**config.mk**
```make
export PLATFORM = sky130hd
export DESIGN_NAME = nipcb_recording_framer
export DESIGN_NICKNAME = d
export VERILOG_FILES = /design/src/rtl/nipcb_recording_framer.sv
export SDC_FILE = /design/constraint.sdc
export NUM_CORES = 1
export LEC_CHECK = 0
export ABC_AREA = 1
export BUFFER_PORTS_ARGS = -buffer_cell sky130_fd_sc_hd__buf_2
export CAP_MARGIN = 10
export CORE_MARGIN = 1
export CORE_UTILIZATION = 50
export DETAILED_ROUTE_END_ITERATION = 7
export PLACE_DENSITY = 0.68
export SYNTH_ARGS = -nofsm -noshare
export SYNTH_HDL_FRONTEND = slang
export SYNTH_SLANG_ARGS = --single-unit
```
**constraint.sdc**
```tcl
create_clock -name clk -period 4.2 [get_ports clk]
set_input_delay 0.84 -clock clk [delete_from_list [all_inputs] [get_ports clk]]
set_output_delay 0.84 -clock clk [all_outputs]
set_load 0.05 [all_outputs]
```
**src/rtl/nipcb_recording_framer.sv**
```systemverilog
// nipcb_recording_framer: buffers 32-bit recording words and emits checksummed byte frames
//   clk, rst            clock, synchronous active-high reset
//   clear, flush        abort/zero pulse, partial-frame request pulse
//   fifo_empty/full/dout/rd   non-FWFT recording FIFO read side
//   m_tdata/tvalid/tready/tlast   byte stream toward the host link
//   busy, overflow, frame_count   status toward the register block
module nipcb_recording_framer #(
  parameter int FRAME_WORDS = 16,
  parameter logic [7:0] SYNC_BYTE = 8'hA5
) (
  input  logic        clk,
  input  logic        rst,
  input  logic        clear,
  input  logic        flush,
  input  logic        fifo_empty,
  input  logic        fifo_full,
  input  logic [31:0] fifo_dout,
  output logic        fifo_rd,
  output logic [7:0]  m_tdata,
  output logic        m_tvalid,
  input  logic        m_tready,
  output logic        m_tlast,
  output logic        busy,
  output logic        overflow,
  output logic [15:0] frame_count
);
  localparam int AW = (FRAME_WORDS > 1) ? $clog2(FRAME_WORDS) : 1;
  localparam logic [8:0] FW = 9'(FRAME_WORDS);
  typedef enum logic [2:0] {COLLECT, HDR, SEQ, LEN, FLAGS, PAYLOAD, CSUM} state_t;
  state_t state, state_n;
  logic [31:0] mem [FRAME_WORDS];
  logic [7:0] count, seq, len, csum, csum_n, pbyte, dn;
  logic [9:0] bidx, bidx_n;
  logic [31:0] word;
  logic flush_pend, rd_inflight, ovf_frame, fl, hs, ovf_cond, entry, idle_drop;
  assign hs = m_tvalid & m_tready;
  assign fifo_rd = (state == COLLECT) & ~fifo_empty & ~flush_pend &
                   (({1'b0, count} + {8'b0, rd_inflight}) < FW);
  assign ovf_cond = fifo_full & ~fifo_rd;
  assign busy = ~((state == COLLECT) & (count == 8'd0));
  assign entry = (state == COLLECT) & (state_n == HDR);
  // a flush with nothing buffered and nothing in flight is simply dropped
  assign idle_drop = (state == COLLECT) & flush_pend & (count == 8'd0) & ~rd_inflight;
  always_comb begin
    state_n = state;
    bidx_n = bidx;
    case (state)
      COLLECT: state_n = (({1'b0, count} == FW) || (flush_pend && count != 8'd0 && !rd_inflight)) ? HDR : COLLECT;
      HDR:     state_n = hs ? SEQ : HDR;
      SEQ:     state_n = hs ? LEN : SEQ;
      LEN:     state_n = hs ? FLAGS : LEN;
      FLAGS: begin
        state_n = hs ? PAYLOAD : FLAGS;
        bidx_n = hs ? 10'd0 : bidx;
      end
      PAYLOAD: begin
        state_n = (hs && bidx == {len, 2'b00} - 10'd1) ? CSUM : PAYLOAD;
        bidx_n = (hs && state_n == PAYLOAD) ? bidx + 10'd1 : bidx;
      end
      CSUM:    state_n = hs ? COLLECT : CSUM;
      default: state_n = COLLECT;
    endcase
  end
  // output bytes are computed for the next state so they come out of registers
  assign word = mem[bidx_n[AW+1:2]];
  assign pbyte = word[{bidx_n[1:0], 3'b000} +: 8];
  assign csum_n = hs ? csum ^ m_tdata : csum;
  assign dn = (state_n == HDR)     ? SYNC_BYTE :
              (state_n == SEQ)     ? seq :
              (state_n == LEN)     ? len :
              (state_n == FLAGS)   ? {7'b0, fl} :
              (state_n == PAYLOAD) ? pbyte :
              (state_n == CSUM)    ? csum_n : 8'd0;
  always_ff @(posedge clk)
    if (rd_inflight) mem[count[AW-1:0]] <= fifo_dout;
  always_ff @(posedge clk) begin
    if (rst || clear) begin
      state <= COLLECT;
      count <= '0;
      seq <= '0;
      len <= '0;
      csum <= '0;
      bidx <= '0;
      fl <= 1'b0;
      flush_pend <= 1'b0;
      rd_inflight <= 1'b0;
      ovf_frame <= 1'b0;
      overflow <= 1'b0;
      frame_count <= '0;
      m_tdata <= '0;
      m_tvalid <= 1'b0;
      m_tlast <= 1'b0;
    end else begin
      state <= state_n;
      bidx <= bidx_n;
      m_tvalid <= state_n != COLLECT;
      m_tdata <= dn;
      m_tlast <= state_n == CSUM;
      rd_inflight <= fifo_rd;
      overflow <= overflow | ovf_cond;
      flush_pend <= flush | (flush_pend & ~entry & ~idle_drop);
      ovf_frame <= entry ? 1'b0 : ovf_frame | ovf_cond;
      fl <= entry ? ovf_frame | ovf_cond : fl;
      len <= entry ? count : len;
      csum <= entry ? 8'd0 : csum_n;
      count <= (state == CSUM && hs) ? 8'd0 : rd_inflight ? count + 8'd1 : count;
      seq <= (state == CSUM && hs) ? seq + 8'd1 : seq;
      frame_count <= (state == CSUM && hs) ? frame_count + 16'd1 : frame_count;
    end
  end
endmodule

```
# == Word level (Yosys, flattened, before mapping) ==
# Memory sizes are Yosys's and may differ from the RTL's.
# Cells that the tools add are included.
# word_totals
input_bits,39
word_cells,103
memories,1
ff_bits,76
ramBits,512
out_inout_bits,29
# memory_table
name,depth,width,read_ports,rd_ports_with_merged_regs,wr,line,text
mem,16,32,1,0,1,31,logic [31:0] mem [FRAME_WORDS];
# op_classes
shifts,1
reduce_logical,17
magnitude_cmp,1
eq_ne,17
n_addsub,6
mux,20
bitwise_logic,23
# ops
op,count
8-bit 2-to-1 mux,7
32-bit by 6-bit variable part select with 8-bit output,1
3-bit equality test (second input constant),7
3-bit one-hot mux with 7 select lines,1
10-bit 2-to-1 mux,2
10-bit one-hot mux with 2 select lines,1
16-bit by 1-bit adder with 16-bit output (second input constant),1
8-bit by 1-bit adder with 8-bit output (second input constant),2
1-bit AND,12
3-bit by 2-bit equality test with 1-bit output (second input constant),4
10-bit by 1-bit adder with 10-bit output (second input constant),1
10-bit equality test,1
10-bit by 1-bit subtractor with 10-bit output (second input constant),1
8-bit by 1-bit adder with 9-bit output,1
9-bit by 5-bit < comparator with 1-bit output (second input constant),1
8-bit by 5-bit equality test with 1-bit output (second input constant),1
8-bit logical NOT,1
8-bit nonzero test,1
8-bit bitwise XOR,1
1-bit inverter,7
3-bit by 1-bit equality test with 1-bit output (second input constant),2
3-bit 2-to-1 mux,2
2-bit OR reduction,3
1-bit logical AND,5
10 further kinds,19

# == Logic depth before layout (Yosys ltp) ==
# An unclocked memory read counts as a cell.
# depth
depth_word,15
depth_mapped,29
depth_no_buf,27

# == Worst setup path before layout ==
# OpenSTA, ideal clock, no wires.
# synth_timing
kind,input to register
startpoint,input m_tready
endpoint,register m_tdata[0]
stages,19
setup_slack_ns,1.342
arrival_time_ns,2.748
setup_time_ns,0.110
required_ns,4.090
n_path_buf,2
path_cell_list,nand2_1 inv_1 nand2_1 nand2_1 inv_1 nand2_2 buf_2 buf_1 nand3b_1 nand3_1 nand3_1 nand3_1 nand3_1 nand3_1 nand2_1 nand2_1 nand4_1 nand2_1 inv_1
# synth_between
elab_chain_len,14
word_cells_on_any_way,29
classes_between,eq/ne (7); shift (1); mux (17); bitwise (1); reduce/logical (2); memory (1)
# synth_lines
element,line,text
"start, declared",21,"input logic m_tready,"
1-bit AND *,36,assign hs = m_tvalid & m_tready;
1-bit logical AND,57,"state_n = (hs && bidx == {len, 2'b00} - 10'd1) ? CSUM : PAYLOAD;"
2-bit 2-to-1 mux,57,
3-bit equality test,58,bidx_n = (hs && state_n == PAYLOAD) ? bidx + 10'd1 : bidx;
1-bit logical AND,58,
10-bit 2-to-1 mux,58,
10-bit one-hot mux with 2 select lines,47,case (state)
memory 16 x 32 bit,n/a,
32-bit by 6-bit variable part select with 8-bit output,66,"assign pbyte = word[{bidx_n[1:0], 3'b000} +: 8];"
8-bit 2-to-1 mux,72,(state_n == PAYLOAD) ? pbyte :
8-bit 2-to-1 mux,71,"(state_n == FLAGS) ? {7'b0, fl} :"
8-bit 2-to-1 mux,70,(state_n == LEN) ? len :
8-bit 2-to-1 mux,69,(state_n == SEQ) ? seq :
8-bit 2-to-1 mux *,68,assign dn = (state_n == HDR) ? SYNC_BYTE :
"end signal, assigned",97,m_tdata <= dn;
"end, declared",19,"output logic [7:0] m_tdata,"
# Mark *: on every way between the ends. The rest lies on a longest branch, timed or not. The select of a mux whose other input is x is not followed.
# A chain may end at the register's enable or synchronous reset.

# == Final worst setup path ==
# layout_timing
startpoint,register len[0]
endpoint,register m_tdata[6]
# layout_between
elab_chain_len,14
word_cells_on_any_way,23
classes_between,add/sub (1); eq/ne (8); shift (1); mux (9); reduce/logical (3); memory (1)
# layout_lines
element,line,text
"start, declared",32,"logic [7:0] count, seq, len, csum, csum_n, pbyte, dn;"
"start signal, assigned",104,len <= entry ? count : len;
10-bit by 1-bit subtractor with 10-bit output *,57,
10-bit equality test *,57,
1-bit logical AND *,57,
2-bit 2-to-1 mux *,57,
3-bit equality test,58,
1-bit logical AND,58,
10-bit 2-to-1 mux,58,
10-bit one-hot mux with 2 select lines,47,
memory 16 x 32 bit,n/a,
32-bit by 6-bit variable part select with 8-bit output,66,
8-bit 2-to-1 mux,72,
8-bit 2-to-1 mux,71,
8-bit 2-to-1 mux,70,
8-bit 2-to-1 mux,69,
# Marked as above.

==> summary.md <==
| Metric | Value |
|---|---|
| Synthesized cell area | 24900 sq um |
| Clock latency on the worst-skew pair | 620 ps |
| Largest net degree at the start of global routing | 109 |
| TritonCTS buffer count | 58 |
| Endpoints failing setup | 0 |
| Setup ws final | 425 ps |
| Setup crit start kind | flop |
| Slowest CP cell | dfxtp_1 |
| Finished Layout Cells | 3063 |
| Row Count | 81 |
| Slew Limit Fails | 0 |
| Synthesized area per cell | 10.8 sq um |
| CP Class | flop to flop |
| CTS resizes | 0 |
| Number of global-route vias before repair | 16400 |
| Library cells used by synthesis | 39 |
| Worst hold-check path type | flop to flop |
| Synth Area in Compound Gates | 0.0221 |
| Vias post-DR | 17400 |
| Worst flop-to-flop path startpoint | len[0] |
| Crit-path max FO | 57 |
| PortBufs | 67 |
| GRT overflow | 0 |
| Commonest cells after routing, fill and taps aside | nand3_1 (568), nand2_1 (549), edfxtp_1 (512), inv_1 (131), nor2_1 (81) |
| Worst Clk Skew | 25.4 ps |
| Vias per cell | 5.70 |
| Hold Fails Final Rpt | 0 |
| Commonest non-fill, non-tap cell in the layout | nand3_1 |
| RSZ-0062 raised after global routing | no |
| Critical Path Source | len[0] |
| Die Ht | 225 um |
| Slew of the pin with the lowest slew margin | 1000 ps |
| CP required | 4760 ps |
| Dpl hpwl | 35.5 mm |
| Share of cells above drive strength 1 | 0.101 |
| R2R cell count | 25 |
| Max Cap Viol | 0 |
| Die Span X | 225 um |
| Number of stages on the worst setup path | 25 |
| CTS tree | built |
| Dpl ws | 358 ps |
| Core Area | 49000 sq um |
| Cell family with most CP delay | simple AND/OR/NAND/NOR gates |
| Critical Path AT | 4330 ps |
| Die area | 50600 sq um |
| Seq/Total Area, Yosys | 0.680 |
| Initial drt markers | 1899 |
| DR pass1 iterations | 5 |
| Final nets | 2396 |
| Power Dens Cells | 423 nW/um^2 |
| Main combinational cell family by area after synthesis | simple AND/OR/NAND/NOR gates |
| Root buffer cell | clkbuf_16 |
| Filler instances | 4028 |
| Fin crit share | 0.899 |
| Number of remaining DRC errors | 0 |
| Setup TNS Final | 0 ps |
| Hold_ws | 444 ps |
| GRT Overall Usage | 0.255 |
| CP max stage delay | 400 ps |
| Slew Limit Headroom | 0.329 |
| Post-Synthesis Cells | 2296 |
| R2r endpoint | m_tdata[6] |
| Synth warn | 0 |
| Post-Synth Adder-Cell Area | 0.00403 |
| Max Clk Rate | 265 MHz |
| Largest buffer count on any clock path | 3 |
| Synth Net Count | 2343 |
| Initial antenna violation count | 5 |
| Static Leakage | 0.0101 uW |
| XOR/XNOR Fraction of Synth Area | 0.00690 |
| Peak supply drop | 0.377 mV |
| Most frequent cell on the critical path | nand3_1 |
| Status | finished, final reports clean |
| Synth async-reset ratio | 0 |
| DR WL/cell | 20.8 um |
| Crit path buffers/inverters | 4 |
| Placed cells | 2953 |
| EDFF count, synth | 512 |
| Clk sinks | 588 |
| CP endpoint kind | flop |
| R2r setup slk | 430 ps |
| Initial core utilization | 0.508 |
| Area Overhead vs Synth | 12.8% |
| Simple-Gate Fraction of Synth Area | 0.238 |
| Post-CTS Hold Buffers | 0 |
| First-pass GRT wire length | 97.2 mm |
| Seq cells post-synth | 588 |
| Final Power | 11900 uW |
| Routed WL | 63.8 mm |
| Setup crit end | m_tdata[6] |
| Post CTS Setup Buffer Count | 0 |
| Gpl congestion | 0.917 |
| Multiplexer share of the synthesized area | 0 |
| Clk slew on worst S/H paths | 60 ps |
| Top FF cell, synth | edfxtp_1 |
| Number of H-tree levels | 2 |
| Antenna-violating nets left | 0 |
| Fin crit period | 3770 ps |
| Num ports | 68 |
## Yosys cell counts, types with 3 or more instances
| master | n | area share |
|---|---|---|
| nand3_1 | 569 | 0.11 |
| nand2_1 | 550 | 0.083 |
| edfxtp_1 | 512 | 0.62 |
| inv_1 | 133 | 0.020 |
| nor2_1 | 98 | 0.015 |
| dfxtp_1 | 76 | 0.061 |
| buf_2 | 60 | 0.012 |
| nand3b_1 | 43 | 0.013 |
| a21oi_1 | 40 | 0.0081 |
| o21ai_0 | 39 | 0.0079 |
| clkbuf_1 | 34 | 0.0051 |
| nor3_1 | 25 | 0.0050 |
| buf_6 | 14 | 0.0063 |
| buf_1 | 13 | 0.0020 |
| inv_2 | 10 | 0.0015 |
| xor2_1 | 10 | 0.0035 |
| nand4_1 | 9 | 0.0023 |
| ha_1 | 8 | 0.0040 |
| xnor2_1 | 7 | 0.0025 |
| buf_4 | 6 | 0.0018 |
| o21ai_1 | 6 | 0.0012 |
| o211ai_1 | 5 | 0.0015 |
| nor3b_1 | 4 | 0.0012 |
| nor2_2 | 3 | 0.00076 |
## per-stage QoR
stage | utilization | instance area, sq um
final | 0.572 | 28000
after global placement | 0.533 | 26100
after CTS | 0.572 | 28000
after global routing | 0.572 | 28000
after floorplan | - | 24900
after detailed placement | 0.533 | 26100
## power breakdown
part	internal [uW]	total [uW]	switching, uW
clock network	3150	5330	2180
registers	6350	6360	6.43
logic	39.7	172	132
## sequential cells by signal (all words and copies together), names as in the netlist, 3 cells and up
register     cells
bidx            10
seq              8
count            8
csum             8
m_tdata          8
frame_count     16
mem            512
state            3
len              8
## worst register-to-register path, delay by kind of cell, from the launching register on
| kind | cells | cell delay (ps) |
|---|---|---|
| adders and majority gates | 1 | 310 |
| buffers and inverters | 4 | 860 |
| DFF | 1 | 400 |
| and+or+nand+nor | 19 | 2060 |
| AOI/OAI and AO/OA | 1 | 110 |
## worst min path at each step
stage               startpoint  cells after the start  slack, ps         endpoint
3_5_place_dp   frame_count[15]                      1        440  frame_count[15]
4_1_cts                  flush                      3        440       flush_pend
5_1_grt        frame_count[15]                      1        460  frame_count[15]
2_1_floorplan        ovf_frame                      2        430        ovf_frame
6_report       frame_count[15]                      1        440  frame_count[15]
3_3_place_gp   frame_count[15]                      1        430  frame_count[15]
## cells by family (layout without fill, tap and decap cells)
family | after synthesis | after routing
compound gates | 101 | 101
other cells | 0 | 2
simple gates | 1310 | 1310
xor+xnor | 18 | 18
buf+inv | 271 | 372
fa+ha+maj | 8 | 8
flops | 588 | 588
## area by class of cell
type                    count  area [sq um]  share of cell area
repair buffers            120           883              0.0315
clock buffers              77          1560              0.0556
multi-input cells        1437          6910               0.247
diodes                      2          5.00            0.000179
inverters                 144           546              0.0195
clock inverters            31           393              0.0140
well taps                 664           831              0.0296
flip-flops and latches    588         16900               0.603
## metal layers
metal	vias to the layer above	track usage	part of all wire
met5	-	0	0.00036
met3	127	0.0366	0.082
li1	8115	-	-
met4	4	0.0880	0.028
met1	8423	0.357	0.42
met2	776	0.408	0.47
No activity file was read; power rests on OpenSTA's default activity.
